## src/rtl/dflow_sched_pkg.sv

```systemverilog
// dflow_sched_pkg: state encoding and error codes shared by the
// store/replay sequencer and its helper blocks.
package dflow_sched_pkg;

    typedef enum logic [2:0] {
        ST_IDLE     = 3'd0,
        ST_WAIT_CAL = 3'd1,
        ST_STORE    = 3'd2,
        ST_GAP      = 3'd3,
        ST_REPLAY   = 3'd4,
        ST_DONE     = 3'd5,
        ST_ERR      = 3'd6
    } sched_state_t;

    localparam logic [1:0] ERR_NONE = 2'd0;
    localparam logic [1:0] ERR_CFG  = 2'd1;
    localparam logic [1:0] ERR_CAL  = 2'd2;
    localparam logic [1:0] ERR_WDOG = 2'd3;

endpackage

```

## src/rtl/dflow_sched_timer.sv

```systemverilog
// dflow_sched_timer: loadable down-counter that parks at zero and
// flags it. Load has priority over counting.
module dflow_sched_timer
    import dflow_sched_pkg::*;
#(
    parameter int WIDTH = 16
) (
    input  logic             clk,
    input  logic             rst_n,
    input  logic             load,
    input  logic [WIDTH-1:0] load_val,
    input  logic             en,
    output logic             zero
);

    logic [WIDTH-1:0] count;

    assign zero = (count == '0);

    // Reload on request, otherwise count down while enabled and stop at zero
    always_ff @(posedge clk or negedge rst_n) begin
        if (!rst_n) begin
            count <= '0;
        end else if (load) begin
            count <= load_val;
        end else if (en && !zero) begin
            count <= count - WIDTH'(1);
        end
    end

endmodule

```

## src/rtl/dflow_store_replay_ctrl.sv

```systemverilog
// dflow_store_replay_ctrl: walks the store writer through one fill of
// the latched memory window, waits for the last write to drain, then
// runs the replay reader for the programmed number of passes.
// Optional store-stall watchdog: define DFLOW_SCHED_WDOG_EN.
module dflow_store_replay_ctrl
    import dflow_sched_pkg::*;
#(
    parameter int MEM_ADDR_WIDTH = 19,
    parameter int LOOP_CNT_WIDTH = 32,
    parameter int GAP_CYCLES     = 16,
    parameter int WDOG_CYCLES    = 65535
) (
    input  logic                      clk,
    input  logic                      rst_n,
    input  logic                      cal_done,
    input  logic [MEM_ADDR_WIDTH-1:0] cfg_addr_low,
    input  logic [MEM_ADDR_WIDTH-1:0] cfg_addr_high,
    input  logic [LOOP_CNT_WIDTH-1:0] cfg_loop_count,
    input  logic                      cmd_start,
    input  logic                      cmd_stop,
    input  logic                      compelete_store,
    input  logic [MEM_ADDR_WIDTH-1:0] dflow_mem_high,
    input  logic                      replay_pass_done,
    output logic                      wr_sw_rst,
    output logic                      start_store,
    output logic [MEM_ADDR_WIDTH-1:0] dflow_addr_low,
    output logic [MEM_ADDR_WIDTH-1:0] dflow_addr_high,
    output logic                      replay_en,
    output logic [MEM_ADDR_WIDTH-1:0] replay_addr_low,
    output logic [MEM_ADDR_WIDTH-1:0] replay_addr_high,
    output logic                      busy,
    output logic                      done,
    output logic                      err,
    output logic [1:0]                err_code,
    output logic [2:0]                state,
    output logic [LOOP_CNT_WIDTH-1:0] pass_cnt
);

    // Both timer instances share one width so they can count either interval
    localparam int TMR_MAX = (GAP_CYCLES > WDOG_CYCLES) ? GAP_CYCLES : WDOG_CYCLES;
    localparam int TMR_W   = $clog2(TMR_MAX + 1);

    sched_state_t              state_q;
    sched_state_t              state_nxt;
    logic [MEM_ADDR_WIDTH-1:0] stored_high;
    logic [LOOP_CNT_WIDTH-1:0] loop_q;
    logic [LOOP_CNT_WIDTH-1:0] pass_inc;
    logic                      cal_wait_q;
    logic                      win_ok;
    logic                      cal_lost;
    logic                      pass_adv;
    logic                      gap_zero;
    logic                      wdog_fire;

    assign state    = state_q;
    assign win_ok   = {1'b0, cfg_addr_high} > ({1'b0, cfg_addr_low} + (MEM_ADDR_WIDTH + 1)'(1));
    assign cal_lost = !cal_done && (state_q inside {ST_STORE, ST_GAP, ST_REPLAY});
    assign pass_inc = (&pass_cnt) ? pass_cnt : pass_cnt + LOOP_CNT_WIDTH'(1);

    dflow_sched_timer #(.WIDTH(TMR_W)) u_gap_timer (
        .clk      (clk),
        .rst_n    (rst_n),
        .load     ((state_q == ST_STORE) && (state_nxt == ST_GAP)),
        .load_val (TMR_W'(GAP_CYCLES - 1)),
        .en       (state_q == ST_GAP),
        .zero     (gap_zero)
    );

`ifdef DFLOW_SCHED_WDOG_EN
    logic [MEM_ADDR_WIDTH-1:0] mem_prev;
    logic                      mem_moved;
    logic                      wdog_zero;

    assign mem_moved = (dflow_mem_high != mem_prev);
    assign wdog_fire = (state_q == ST_STORE) && !mem_moved && wdog_zero;

    // Track the writer pointer so any movement restarts the stall count
    always_ff @(posedge clk or negedge rst_n) begin
        if (!rst_n) begin
            mem_prev <= '0;
        end else begin
            mem_prev <= dflow_mem_high;
        end
    end

    dflow_sched_timer #(.WIDTH(TMR_W)) u_wdog_timer (
        .clk      (clk),
        .rst_n    (rst_n),
        .load     (((state_nxt == ST_STORE) && (state_q != ST_STORE)) ||
                   ((state_q == ST_STORE) && mem_moved)),
        .load_val (TMR_W'(WDOG_CYCLES - 1)),
        .en       (state_q == ST_STORE),
        .zero     (wdog_zero)
    );
`else
    assign wdog_fire = 1'b0;
`endif

    // Next-state decision: stop beats everything, then calibration loss
    always_comb begin
        state_nxt = state_q;
        pass_adv  = 1'b0;
        if (cmd_stop) begin
            state_nxt = ST_IDLE;
        end else if (cal_lost) begin
            state_nxt = ST_ERR;
        end else begin
            case (state_q)
                ST_IDLE, ST_DONE: begin
                    if (cmd_start && win_ok) state_nxt = ST_WAIT_CAL;
                end
                ST_WAIT_CAL: begin
                    if (cal_done && cal_wait_q) state_nxt = ST_STORE;
                end
                ST_STORE: begin
                    if (compelete_store)  state_nxt = ST_GAP;
                    else if (wdog_fire)   state_nxt = ST_ERR;
                end
                ST_GAP: begin
                    if (gap_zero) state_nxt = ST_REPLAY;
                end
                ST_REPLAY: begin
                    if (replay_pass_done) begin
                        pass_adv = 1'b1;
                        if ((loop_q != '0) && (pass_inc == loop_q)) state_nxt = ST_DONE;
                    end
                end
                ST_ERR:  state_nxt = ST_ERR;
                default: state_nxt = ST_IDLE;
            endcase
        end
    end

    // State, registered outputs decoded from next state, and datapath captures
    always_ff @(posedge clk or negedge rst_n) begin
        if (!rst_n) begin
            state_q          <= ST_IDLE;
            cal_wait_q       <= 1'b0;
            wr_sw_rst        <= 1'b0;
            start_store      <= 1'b0;
            replay_en        <= 1'b0;
            busy             <= 1'b0;
            done             <= 1'b0;
            err              <= 1'b0;
            err_code         <= ERR_NONE;
            dflow_addr_low   <= '0;
            dflow_addr_high  <= '0;
            replay_addr_low  <= '0;
            replay_addr_high <= '0;
            loop_q           <= '0;
            stored_high      <= '0;
            pass_cnt         <= '0;
        end else begin
            state_q     <= state_nxt;
            cal_wait_q  <= (state_q == ST_WAIT_CAL) && (state_nxt == ST_WAIT_CAL);
            wr_sw_rst   <= (state_nxt == ST_WAIT_CAL) && (state_q != ST_WAIT_CAL);
            start_store <= (state_nxt == ST_STORE);
            replay_en   <= (state_nxt == ST_REPLAY);
            busy        <= state_nxt inside {ST_WAIT_CAL, ST_STORE, ST_GAP, ST_REPLAY};
            done        <= (state_nxt == ST_DONE);

            if (cmd_stop) begin
                err      <= 1'b0;
                err_code <= ERR_NONE;
            end else if (cal_lost) begin
                err      <= 1'b1;
                err_code <= ERR_CAL;
            end else if ((state_q == ST_STORE) && (state_nxt == ST_ERR)) begin
                err      <= 1'b1;
                err_code <= ERR_WDOG;
            end else if (((state_q == ST_IDLE) || (state_q == ST_DONE)) && cmd_start) begin
                if (win_ok) begin
                    dflow_addr_low  <= cfg_addr_low;
                    dflow_addr_high <= cfg_addr_high;
                    loop_q          <= cfg_loop_count;
                    pass_cnt        <= '0;
                    err             <= 1'b0;
                    err_code        <= ERR_NONE;
                end else begin
                    err      <= 1'b1;
                    err_code <= ERR_CFG;
                end
            end

            if ((state_q == ST_STORE) && (state_nxt == ST_GAP)) begin
                stored_high <= dflow_mem_high;
            end

            if ((state_q == ST_GAP) && (state_nxt == ST_REPLAY)) begin
                replay_addr_low  <= dflow_addr_low;
                replay_addr_high <= stored_high + MEM_ADDR_WIDTH'(1);
            end

            if (pass_adv) begin
                pass_cnt <= pass_inc;
            end
        end
    end

endmodule

```

## config.mk

```make
export PLATFORM = sky130hd
export DESIGN_NAME = dflow_store_replay_ctrl
export DESIGN_NICKNAME = d
export VERILOG_FILES = /design/src/rtl/dflow_sched_pkg.sv /design/src/rtl/dflow_sched_timer.sv /design/src/rtl/dflow_store_replay_ctrl.sv
export SDC_FILE = /design/constraint.sdc
export NUM_CORES = 1
export LEC_CHECK = 0
export CORE_MARGIN = 8
export CORE_UTILIZATION = 50
export DETAILED_ROUTE_END_ITERATION = 6
export GPL_TIMING_DRIVEN = 0
export PLACE_DENSITY_LB_ADDON = 0.25
export SYNTH_ARGS = -nofsm -noshare
export SYNTH_HDL_FRONTEND = slang
export SYNTH_SLANG_ARGS = --single-unit
```

## constraint.sdc

```tcl
create_clock -name clk -period 4.7 [get_ports clk]
set_input_delay 0.705 -clock clk [delete_from_list [all_inputs] [get_ports clk]]
set_output_delay 0.705 -clock clk [all_outputs]
set_load 0.03 [all_outputs]
```

== Word-level counts from Yosys, hierarchy flattened ==
Cells that the tools add are included.

* Output and inout port bits: 119
* RAM bits: 0
* Memory bits (read-only): 0
* Bits in latches: 0
* Memories: 0
* Register bits after elaboration: 187

* Muxes and demuxes: 32
* Divide/modulo/power cells: 0
* Equality and inequality tests: 17
* Bitwise gates (word level): 3
* Magnitude comparators: 1
* Reduce and logical (&&, ||, !) cells: 27
* Add/subtract/negate cells: 4
* Shifts and indexed selects: 0
* $mul: 0

{| class="wikitable"
|+ Operators with widths
! cell !! count
|-
| 2-to-1 mux 32 bit || 7
|-
| adder 32 x 1 -> 32 bit (second input constant) || 1
|-
| == test 32 bit || 1
|-
| 2-to-1 mux 16 bit || 2
|-
| AND reduction 32 bit || 1
|-
| nonzero test 32 bit || 1
|-
| 2-to-1 mux 3 bit || 8
|-
| adder 19 x 1 -> 20 bit (second input constant) || 1
|-
| > comparator 19 x 20 -> 1 bit || 1
|-
| adder 19 x 1 -> 19 bit (second input constant) || 1
|-
| == test 3 bit (second input constant) || 6
|-
| one-hot mux 3 bit (6 select lines) || 1
|-
| zero test 16 bit || 1
|-
| subtractor 16 x 1 -> 16 bit (second input constant) || 1
|-
| == test 3 x 2 -> 1 bit (second input constant) || 4
|-
| logical AND 1 bit || 11
|-
| 2-to-1 mux 1 bit || 10
|-
| AND reduction 5 bit || 2
|-
| 2-to-1 mux 2 bit || 4
|-
| nonzero test 4 bit || 2
|-
| == test 3 x 1 -> 1 bit (second input constant) || 2
|-
| nonzero test 2 bit || 3
|-
| inequality test 2 x 1 -> 1 bit (second input constant) || 2
|-
| zero test 3 bit || 1
|-
| 7 further kinds || 10
|}

== Logic depth before layout (Yosys ltp) ==
Gate-level depths: netlist of run 1.

* Word-level depth: 15
* Mapped depth: 20

== Hierarchy ==
Synthesis of run 1 repeated with hierarchy kept, for this count alone.

* Cell total of the unflattened synthesis: 1,202
* Area total of the unflattened synthesis: 10,535.1 sq um

{| class="wikitable"
|+ Modules (own cells, without submodules)
! module !! cells each !! times used !! area each (sq um)
|-
| dflow_store_replay_ctrl || 1,078 || 1 || 9,489.1
|-
| dflow_sched_timer || 124 || 1 || 1,046.0
|}

== Worst setup path after synthesis of run 1 ==
OpenSTA, ideal clock, no wires.

* Path type: in2reg
* From: input cfg_addr_low[6]
* To: register stored_high[10]
* Buffers on the path: 2
* Slack: 0.070 ns
* Data required time: 4.575 ns
* Library setup time: 0.125 ns
* Stages: 16
* Arrival: 4.505 ns
* Path through: nand4_1 nor4_1 nand3_1 xor2_1 ha_1 nand2_1 or4_1 a21oi_1 o41a_1 nor2_1 o311ai_1 nand3_1 nor2b_1 clkbuf_1 buf_2 mux2_2

* Longest elaborated chain between the ends: 9

{| class="wikitable"
|+ Ends and longest elaborated chain
! item !! RTL line !! text
|-
| start: declaration || dflow_store_replay_ctrl.sv:16 || <nowiki>input logic [MEM_ADDR_WIDTH-1:0] cfg_addr_low,</nowiki>
|-
| adder 19 x 1 -> 20 bit || dflow_store_replay_ctrl.sv:56 || <nowiki>assign win_ok = {1'b0, cfg_addr_high} > ({1'b0, cfg_addr_low} + (MEM_ADDR_WIDTH + 1)'(1));</nowiki>
|-
| > comparator 19 x 20 -> 1 bit || dflow_store_replay_ctrl.sv:56 ||
|-
| logical AND 1 bit || dflow_store_replay_ctrl.sv:110 || <nowiki>if (cmd_start && win_ok) state_nxt = ST_WAIT_CAL;</nowiki>
|-
| 2-to-1 mux 3 bit || dflow_store_replay_ctrl.sv:110 ||
|-
| one-hot mux 3 bit (6 select lines) || dflow_store_replay_ctrl.sv:108 || <nowiki>case (state_q)</nowiki>
|-
| 2-to-1 mux 3 bit || dflow_store_replay_ctrl.sv:105 || <nowiki>end else if (cal_lost) begin</nowiki>
|-
| 2-to-1 mux 3 bit || dflow_store_replay_ctrl.sv:103 || <nowiki>if (cmd_stop) begin</nowiki>
|-
| == test 3 x 2 -> 1 bit || dflow_store_replay_ctrl.sv:185 || <nowiki>if ((state_q == ST_STORE) && (state_nxt == ST_GAP)) begin</nowiki>
|-
| logical AND 1 bit || dflow_store_replay_ctrl.sv:185 ||
|-
| end signal: assignment || dflow_store_replay_ctrl.sv:186 || <nowiki>stored_high <= dflow_mem_high;</nowiki>
|-
| end: declaration || dflow_store_replay_ctrl.sv:45 || <nowiki>logic [MEM_ADDR_WIDTH-1:0] stored_high;</nowiki>
|}

No other way between the ends.
A chain may end at the register's enable or synchronous reset.

== Final worst setup path of run 1 ==
* From: register pass_cnt[1]
* To: register replay_en

* Longest elaborated chain between the ends: 10
* Elaborated cells between the ends (all ways): 11
* Those cells by class: add/sub: 1; eq/ne: 2; mux: 6; reduce/logical: 2

{| class="wikitable"
|+ Ends and longest elaborated chain
! item !! RTL line !! text
|-
| start: declaration || dflow_store_replay_ctrl.sv:36 || <nowiki>output logic [LOOP_CNT_WIDTH-1:0] pass_cnt</nowiki>
|-
| start signal: assignment || dflow_store_replay_ctrl.sv:195 || <nowiki>pass_cnt <= pass_inc;</nowiki>
|-
| adder 32 x 1 -> 32 bit / AND reduction 32 bit (equally long branches) || dflow_store_replay_ctrl.sv:58 || <nowiki>assign pass_inc = (&pass_cnt) ? pass_cnt : pass_cnt + LOOP_CNT_WIDTH'(1);</nowiki>
|-
| 2-to-1 mux 32 bit * || dflow_store_replay_ctrl.sv:58 ||
|-
| == test 32 bit * || dflow_store_replay_ctrl.sv:125 || <nowiki>if ((loop_q != '0) && (pass_inc == loop_q)) state_nxt = ST_DONE;</nowiki>
|-
| logical AND 1 bit * || dflow_store_replay_ctrl.sv:125 ||
|-
| 2-to-1 mux 3 bit * || dflow_store_replay_ctrl.sv:125 ||
|-
| 2-to-1 mux 3 bit * || dflow_store_replay_ctrl.sv:123 || <nowiki>if (replay_pass_done) begin</nowiki>
|-
| one-hot mux 3 bit (6 select lines) * || dflow_store_replay_ctrl.sv:108 ||
|-
| 2-to-1 mux 3 bit * || dflow_store_replay_ctrl.sv:105 ||
|-
| 2-to-1 mux 3 bit * || dflow_store_replay_ctrl.sv:103 ||
|-
| == test 3 bit * || dflow_store_replay_ctrl.sv:158 || <nowiki>replay_en <= (state_nxt == ST_REPLAY);</nowiki>
|-
| end signal: assignment || dflow_store_replay_ctrl.sv:158 ||
|-
| end: declaration || dflow_store_replay_ctrl.sv:28 || <nowiki>output logic replay_en,</nowiki>
|}

Every way passes the cells marked *; elsewhere a longest branch is shown, timed or not.

==> reports/summary.txt, run 1 <==
number of placed cells counting well taps -> 1455
Sink Count -> 187
Yosys reg bits -> 187
Worst Hold Class -> input pin to asynchronous set/reset pin
Worst Tran Pin Value -> 0.985 ns
peak supply drop -> 333 uV
Port Buf Inserts -> 214
final setup margin -> 0.235 ns
clock share of power -> 0.254
sequential element share of the synthesized area -> 0.467
Startpoint Class -> flip-flop
first-pass GRT wire length -> 47300 um
Nets -> 1335
RR Startpoint -> pass_cnt[1]$_DFFE_PN0P_
CTS Hold Bufs -> 0
fillers -> 1576
H-tree Lvls -> 4
sum of routed wire length over all layers -> 30300 um
initial drt markers -> 619
commonest non-fill, non-tap cells in the layout -> 198 x clkdlybuf4s50_1, 187 x dfrtp_1, 108 x mux2_2
routed wl met2 -> 14500 um
vias post-DR -> 8515
Seq pwr share -> 0.404
largest net degree at the start of global routing -> 99
Clock Skews -> 0.0148 ns
Cell Count, Final, Fillers Out -> 1500
vias per cell -> 5.68
Synth cell types -> 62
die area -> 0.0248 mm2
Net Sw Power -> 2.12 mW
Syn Area/Cell -> 10.3 um2
CTS buffer count -> 17
kind of critical path -> flip-flop to flip-flop
Final period util -> 0.950
first-pass detailed-route iteration total -> 6
DRT antenna net count -> 0
Vert. Die Dim -> 158 um
clock slew at reported path FFs -> 0.08 ns
Tot GR Track Use -> 0.248
clk buf depth -> 2
flip-flop and latch area -> 0.00468 mm2
worst-skew pair later-pin latency -> 0.44 ns
gpl congestion -> 0.943
fmax -> 0.224 GHz
Relative slew margins -> 0.338
syn_nets -> 1089
P&R area growth vs syn -> 33.5%
Remaining DRCs -> 0
max layer used -> met5
status -> completed
WL met1 -> 12600 um
register-to-register setup slack -> 0.24 ns
commonest non-fill, non-tap cell in the layout -> clkdlybuf4s50_1
final hold vios -> 0
Synth Instances -> 970
leakage power -> 5.63 nW
synthesized cell area -> 0.0100 mm2
chip width -> 158 um
cell breakdown of the critical path -> ha_1 > nand4_4 > or4_1 > buf_2 > nor2_1 > nor4_1 > xnor2_1 > or4_1 > nor4_1 > a21oi_2 > nor3b_1
Synth warnings -> 0
Reg2Reg Depth -> 11
Multi-input gate area -> 0.00517 mm2
HPWL Detailed -> 22500 um
Gate power share -> 0.341
Initial Utilization -> 0.502
Root Driver -> clkbuf_16
max capacitance violation total -> 0
ys async rst share -> 1.00
critical path's slowest cell -> nor2_1
Max Slew Vio Count -> 0
FP Rows -> 52
vias in the first global route -> 8482
cell area power density -> 437 mW/mm2
number of flops mapped to enable cells by yosys -> 0
reg2reg end -> replay_en$_DFF_PN0_
io pins -> 215
Core Box Area -> 0.0200 mm2
WP data arrival -> 4.74 ns
grt ovf -> 0
Crit path required time -> 4.97 ns
met3 WL -> 2450 um
RSZ-0062 raised after global routing -> no
DR WL/cell -> 20.2 um
Tmin final -> 4.46 ns
CTS tree -> yes
layout cells sized above 1 -> 0.169
kind of end point of the critical path -> flip-flop
cell-internal power -> 3.72 mW
Setup Viol. Count Final -> 0
crit-path max FO -> 10
CP peak stage delay -> 0.59 ns
Switching Fraction -> 0.363
main flop type after synthesis -> dfrtp_1
setup slack at placement -> -1.67 ns
initial antenna violation count -> 2
-- Yosys cell counts (17+ instances only) --
cell type | count | area share
a21oi_1 | 31 | 0.015
and3_1 | 23 | 0.014
buf_2 | 17 | 0.0085
clkbuf_1 | 25 | 0.0094
dfrtp_1 | 187 | 0.47
ha_1 | 23 | 0.029
inv_1 | 19 | 0.0071
mux2_2 | 108 | 0.12
nand2_1 | 82 | 0.031
nand3_1 | 46 | 0.023
nand4_1 | 31 | 0.019
nor2_1 | 61 | 0.023
nor3_1 | 18 | 0.0090
nor4_1 | 19 | 0.012
o21ai_0 | 74 | 0.037
xnor2_1 | 53 | 0.046
xor2_1 | 44 | 0.038
-- cell families (layout without fill, tap and decap cells) --
kind of cell / Yosys count / count (layout) / synth area share
muxes: 111 / 111 / 0.124
AOI/OAI and AO/OA: 157 / 157 / 0.0922
adders and majority gates: 23 / 23 / 0.0287
xor gates and xnor gates: 97 / 97 / 0.0847
DFF: 187 / 187 / 0.467
buffers and inverters: 62 / 321 / 0.0253
and+or+nand+nor: 333 / 333 / 0.178
other: 0 / 1 / 0
-- worst max-delay path: cells and delay by family, from the launching register on --
| family | cells | cell delay, ns |
|---|---|---|
| AO/OA/AOI/OAI | 1 | 0.22 |
| XOR/XNOR | 1 | 0.24 |
| adder cells (fa/ha/maj) | 1 | 0.39 |
| buffers and inverters | 1 | 0.21 |
| flip-flops | 1 | 0.51 |
| AND/OR/NAND/NOR | 7 | 2.71 |
-- cell type report --
cell class	instances	area share
diodes	1	0.000187
well taps	270	0.0252
multi-input cells	721	0.386
flip-flops and latches	187	0.349
repair buffers	227	0.171
clock buffers	17	0.0318
plain buffers	43	0.0181
clock inverters	15	0.0133
inverters	19	0.00533
-- worst max path at each step --
stage | depth (start not counted) | slack [ns] | to | start
2_1_floorplan | 16 | 0.07 | stored_high[10]$_DFFE_PN0P_ | cfg_addr_low[6]
3_3_place_gp | 1 | -4.96 | replay_addr_low[11]$_DFFE_PN0P_ | rst_n
3_5_place_dp | 16 | -1.67 | replay_addr_low[6]$_DFFE_PN0P_ | cfg_addr_low[5]
4_1_cts | 20 | 0.01 | loop_q[29]$_DFFE_PN0P_ | cfg_addr_low[7]
5_1_grt | 20 | 0.01 | loop_q[0]$_DFFE_PN0P_ | cfg_addr_low[5]
6_report | 11 | 0.24 | replay_en$_DFF_PN0_ | pass_cnt[1]$_DFFE_PN0P_
-- stage by stage --
step           total power [mW]  utilization  setup TNS, ns  area, um2  hold WS, ns
3_5_place_dp               4.35        0.628        -250.41      12500        0.469
3_3_place_gp               4.31        0.626       -1164.48      12500        0.459
4_1_cts                    5.86        0.665              0      13300        0.296
5_1_grt                    6.12        0.670              0      13400        0.318
2_1_floorplan              3.50            -              0      10000        0.409
6_report                   5.85        0.670              0      13400        0.242
-- power groups by stage --
stage / Sequential [mW] / Combinational, mW / Clock, mW
finish: 2.36 / 1.99 / 1.49
global route: 2.42 / 2.12 / 1.58
CTS: 2.36 / 1.99 / 1.51
detailed placement: 2.39 / 1.97 / 0
global placement: 2.37 / 1.94 / 0
floorplan: 2.68 / 0.820 / 0
-- registers in the layout (all words and copies together), names as in the netlist, 3 cells and up --
signal / count
replay_addr_high: 19
stored_high: 19
u_gap_timer.count: 16
pass_cnt: 32
dflow_addr_high: 19
dflow_addr_low: 19
loop_q: 32
state: 3
replay_addr_low: 19
-- layer usage --
layer  GRT usage  up-vias
li1            -     3995
met1       0.320     4176
met2       0.396      292
met3      0.0732       50
met4      0.0752        2
met5           0        -
-- what timing repair did --
| action | in CTS | in global routing |
|---|---|---|
| pin swaps | 2 | 6 |
| buffers inserted | 4 | 8 |
| resized for setup | 35 | 27 |
| setup endpoints to repair | 178 | 179 |
No activity file was read; power rests on OpenSTA's default activity.
==> inputs of run 2 (changes only) <==
--- a/config.mk
+++ b/config.mk
@@ -10,6 +10,7 @@
 export DETAILED_ROUTE_END_ITERATION = 6
 export GPL_TIMING_DRIVEN = 0
 export PLACE_DENSITY_LB_ADDON = 0.25
+export SKIP_LAST_GASP = 1
 export SYNTH_ARGS = -nofsm -noshare
 export SYNTH_HDL_FRONTEND = slang
 export SYNTH_SLANG_ARGS = --single-unit
==> results of run 2 <==
Same layout as run 1: the final DEF is identical, and so are final timing and power.
==> inputs of run 3 (changes only) <==
--- a/config.mk
+++ b/config.mk
@@ -10,6 +10,7 @@
 export DETAILED_ROUTE_END_ITERATION = 6
 export GPL_TIMING_DRIVEN = 0
 export PLACE_DENSITY_LB_ADDON = 0.25
+export RECOVER_POWER = 50
 export SKIP_LAST_GASP = 1
 export SYNTH_ARGS = -nofsm -noshare
 export SYNTH_HDL_FRONTEND = slang
==> run 3 against run 2 <==
Net effect: the run now ends with max-capacitance violations, max-slew violations left; worst hold slack gained 0.23 ns; critical path depth grew 9; power shrank 0.67%.
==> reports/summary.txt, run 3 (same netlist as run 1, synthesis figures left out) <==
P&R area growth vs syn -> 33.2%
worst hold margin -> 0.475 ns (+0.233 ns)
vias post-DR -> 8536 (+0.25%)
Initial Utilization -> 0.502 (unchanged)
commonest non-fill, non-tap cells in the layout -> 187 x dfrtp_1, 140 x clkdlybuf4s50_1, 108 x mux2_2
Setup Viol. Count Final -> 0 (unchanged)
leakage power -> 5.75 nW (+2.2%)
Max Slew Vio Count -> 91 (+91)
Top Usage Layer GRT -> met2
first-pass GRT wire length -> 47300 um (unchanged)
Tmin final -> 4.43 ns (-0.0314 ns)
Crit path required time -> 5.03 ns (+0.06 ns)
initial drt markers -> 641 (+3.6%)
Port Buf Inserts -> 214 (unchanged)
first-pass detailed-route iteration total -> 5 (-1)
Largest regs -> loop_q x32, pass_cnt x32
number of placed cells counting well taps -> 1455 (unchanged)
largest net degree at the start of global routing -> 99 (unchanged)
DRT antenna net count -> 0 (unchanged)
Total Neg Setup Slack -> 0 ns (unchanged)
Final period util -> 0.943 (-0.00668)
CTS buffer count -> 17 (unchanged)
flip-flop and latch area -> 0.00468 mm2 (unchanged)
peak supply drop -> 332 uV (-0.22%)
Nets -> 1335 (unchanged)
failing checks -> max-capacitance violations, max-slew violations
worst-skew pair later-pin latency -> 0.45 ns (about the same)
FP Rows -> 52 (unchanged)
io pins -> 215 (unchanged)
Cell Count, Final, Fillers Out -> 1500 (unchanged)
Startpoint Class -> input pin
met1 usage -> 0.320 (unchanged)
DR WL/cell -> 20.1 um (-0.14%)
Relative slew margins -> -0.522 (-0.860)
crit-path max FO -> 10 (unchanged)
CTS Hold Bufs -> 0 (unchanged)
Remaining DRCs -> 0 (unchanged)
CTS tree -> yes
die area -> 0.0248 mm2 (unchanged)
WP data arrival -> 4.76 ns (+0.02 ns)
vias in the first global route -> 8482 (unchanged)
clock slew at reported path FFs -> 0.08 ns (about the same)
fin area -> 0.0134 mm2 (-0.22%)
fmax -> 0.226 GHz (+0.71%)
fillers -> 1579 (+0.19%)
chip width -> 158 um (unchanged)
Clock Skews -> 0.0146 ns (-0.000257 ns)
Worst Hold Class -> flip-flop to flip-flop
placed cell areas -> 0.0125 mm2 (unchanged)
grt ovf -> 0 (unchanged)
Sink Count -> 187 (unchanged)
vias per cell -> 5.69 (+0.25%)
Multi-input gate area -> 0.00517 mm2 (unchanged)
max capacitance violation total -> 1 (+1)
H-tree Lvls -> 4 (unchanged)
kind of critical path -> input pin to flip-flop
clk buf depth -> 2 (unchanged)
Vert. Die Dim -> 158 um (unchanged)
final setup margin -> 0.267 ns (+0.0314 ns)
setup slack at placement -> -1.67 ns (unchanged)
commonest non-fill, non-tap cell in the layout -> dfrtp_1
Final Util -> 0.669 (-0.00150)
Tot GR Track Use -> 0.248 (unchanged)
initial antenna violation count -> 2 (unchanged)
status -> finished, violations left
routing usage on met3 -> 0.0732 (unchanged)
grt met2 use -> 0.396 (unchanged)
gpl congestion -> 0.943 (unchanged)
Core Box Area -> 0.0200 mm2 (unchanged)
kind of end point of the critical path -> flip-flop
HPWL Detailed -> 22500 um (unchanged)
cell area power density -> 435 mW/mm2 (-0.45%)
Tot Pwr -> 5.81 mW (-0.67%)
sum of routed wire length over all layers -> 30200 um (-0.14%)
Root Driver -> clkbuf_16
RSZ-0062 raised after global routing -> no
Worst Tran Pin Value -> 2.28 ns (+1.30 ns)
layout cells sized above 1 -> 0.169 (unchanged)
final hold vios -> 0 (unchanged)
==> run 3: cell types whose count changed in the layout (fill, tap and decap cells not counted) <==
cell	previous run	this run
clkbuf_2	5	6
buf_16	1	0
clkdlybuf4s50_1	198	140
clkbuf_4	3	4
dlygate4sd3_1	0	58
buf_8	2	1
==> run 3: worst max-delay path, stage by stage <==
cell and delay, ns:
dlygate4sd2_1 0.34, nand4_1 0.16, inv_1 0.08, nand2_1 0.11, nor2_4 0.17, and3_4 0.21, nand2_1 0.06, xor2_1 0.15
ha_1 0.30, nand2_1 0.09, or4_4 0.56, a21oi_1 0.13, o41a_1 0.22, nor2_1 0.09, o311ai_4 0.36, buf_4 0.18
nand3_1 0.14, buf_8 0.19, clkbuf_4 0.20, mux2_2 0.28
==> run 3: report_power, final <==
part | switching (mW) | internal [mW]
logic | 1.04 | 0.922
clock network | 0.721 | 0.765
registers | 0.364 | 2.00
total | 2.12 | 3.68
==> run 3: what timing repair did <==
| action | CTS | global route |
|---|---|---|
| endpoints found under the setup margin | 178 | 179 |
| buffers inserted | 4 | 8 |
| pin swaps | 2 | 6 |
| resized for setup | 35 | 27 |
==> run 3: metal layers <==
layer,vias to the layer above,part of all wire
li1,3999,-
met5,-,0.00030
met3,65,0.081
met1,4146,0.42
met4,2,0.027
met2,324,0.48
==> run 3: path summary, 6_finish.rpt <==
kind,slack (ns),endpoint,from,depth (start not counted)
worst max-delay path,0.27,loop_q[4]$_DFFE_PN0P_,cfg_addr_low[5],20
max in group asynchronous,1.35,dflow_addr_high[8]$_DFFE_PN0P_,rst_n,2
worst min register to register,0.48,replay_addr_high[9]$_DFFE_PN0P_,replay_addr_high[9]$_DFFE_PN0P_,2
worst max register to register,0.27,replay_en$_DFF_PN0_,pass_cnt[0]$_DFFE_PN0P_,11
worst min-delay path,0.48,replay_addr_high[9]$_DFFE_PN0P_,replay_addr_high[9]$_DFFE_PN0P_,2
min in group asynchronous,0.89,u_gap_timer.count[12]$_DFFE_PN0P_,rst_n,1
==> run 3: cell type report <==
| cell class | instances | share of cell area |
|---|---|---|
| diodes | 1 | 0.000187 |
| plain buffers | 43 | 0.0182 |
| clock buffers | 17 | 0.0318 |
| clock inverters | 15 | 0.0133 |
| inverters | 19 | 0.00534 |
| multi-input cells | 721 | 0.387 |
| flip-flops and latches | 187 | 0.350 |
| well taps | 270 | 0.0253 |
| repair buffers | 227 | 0.169 |
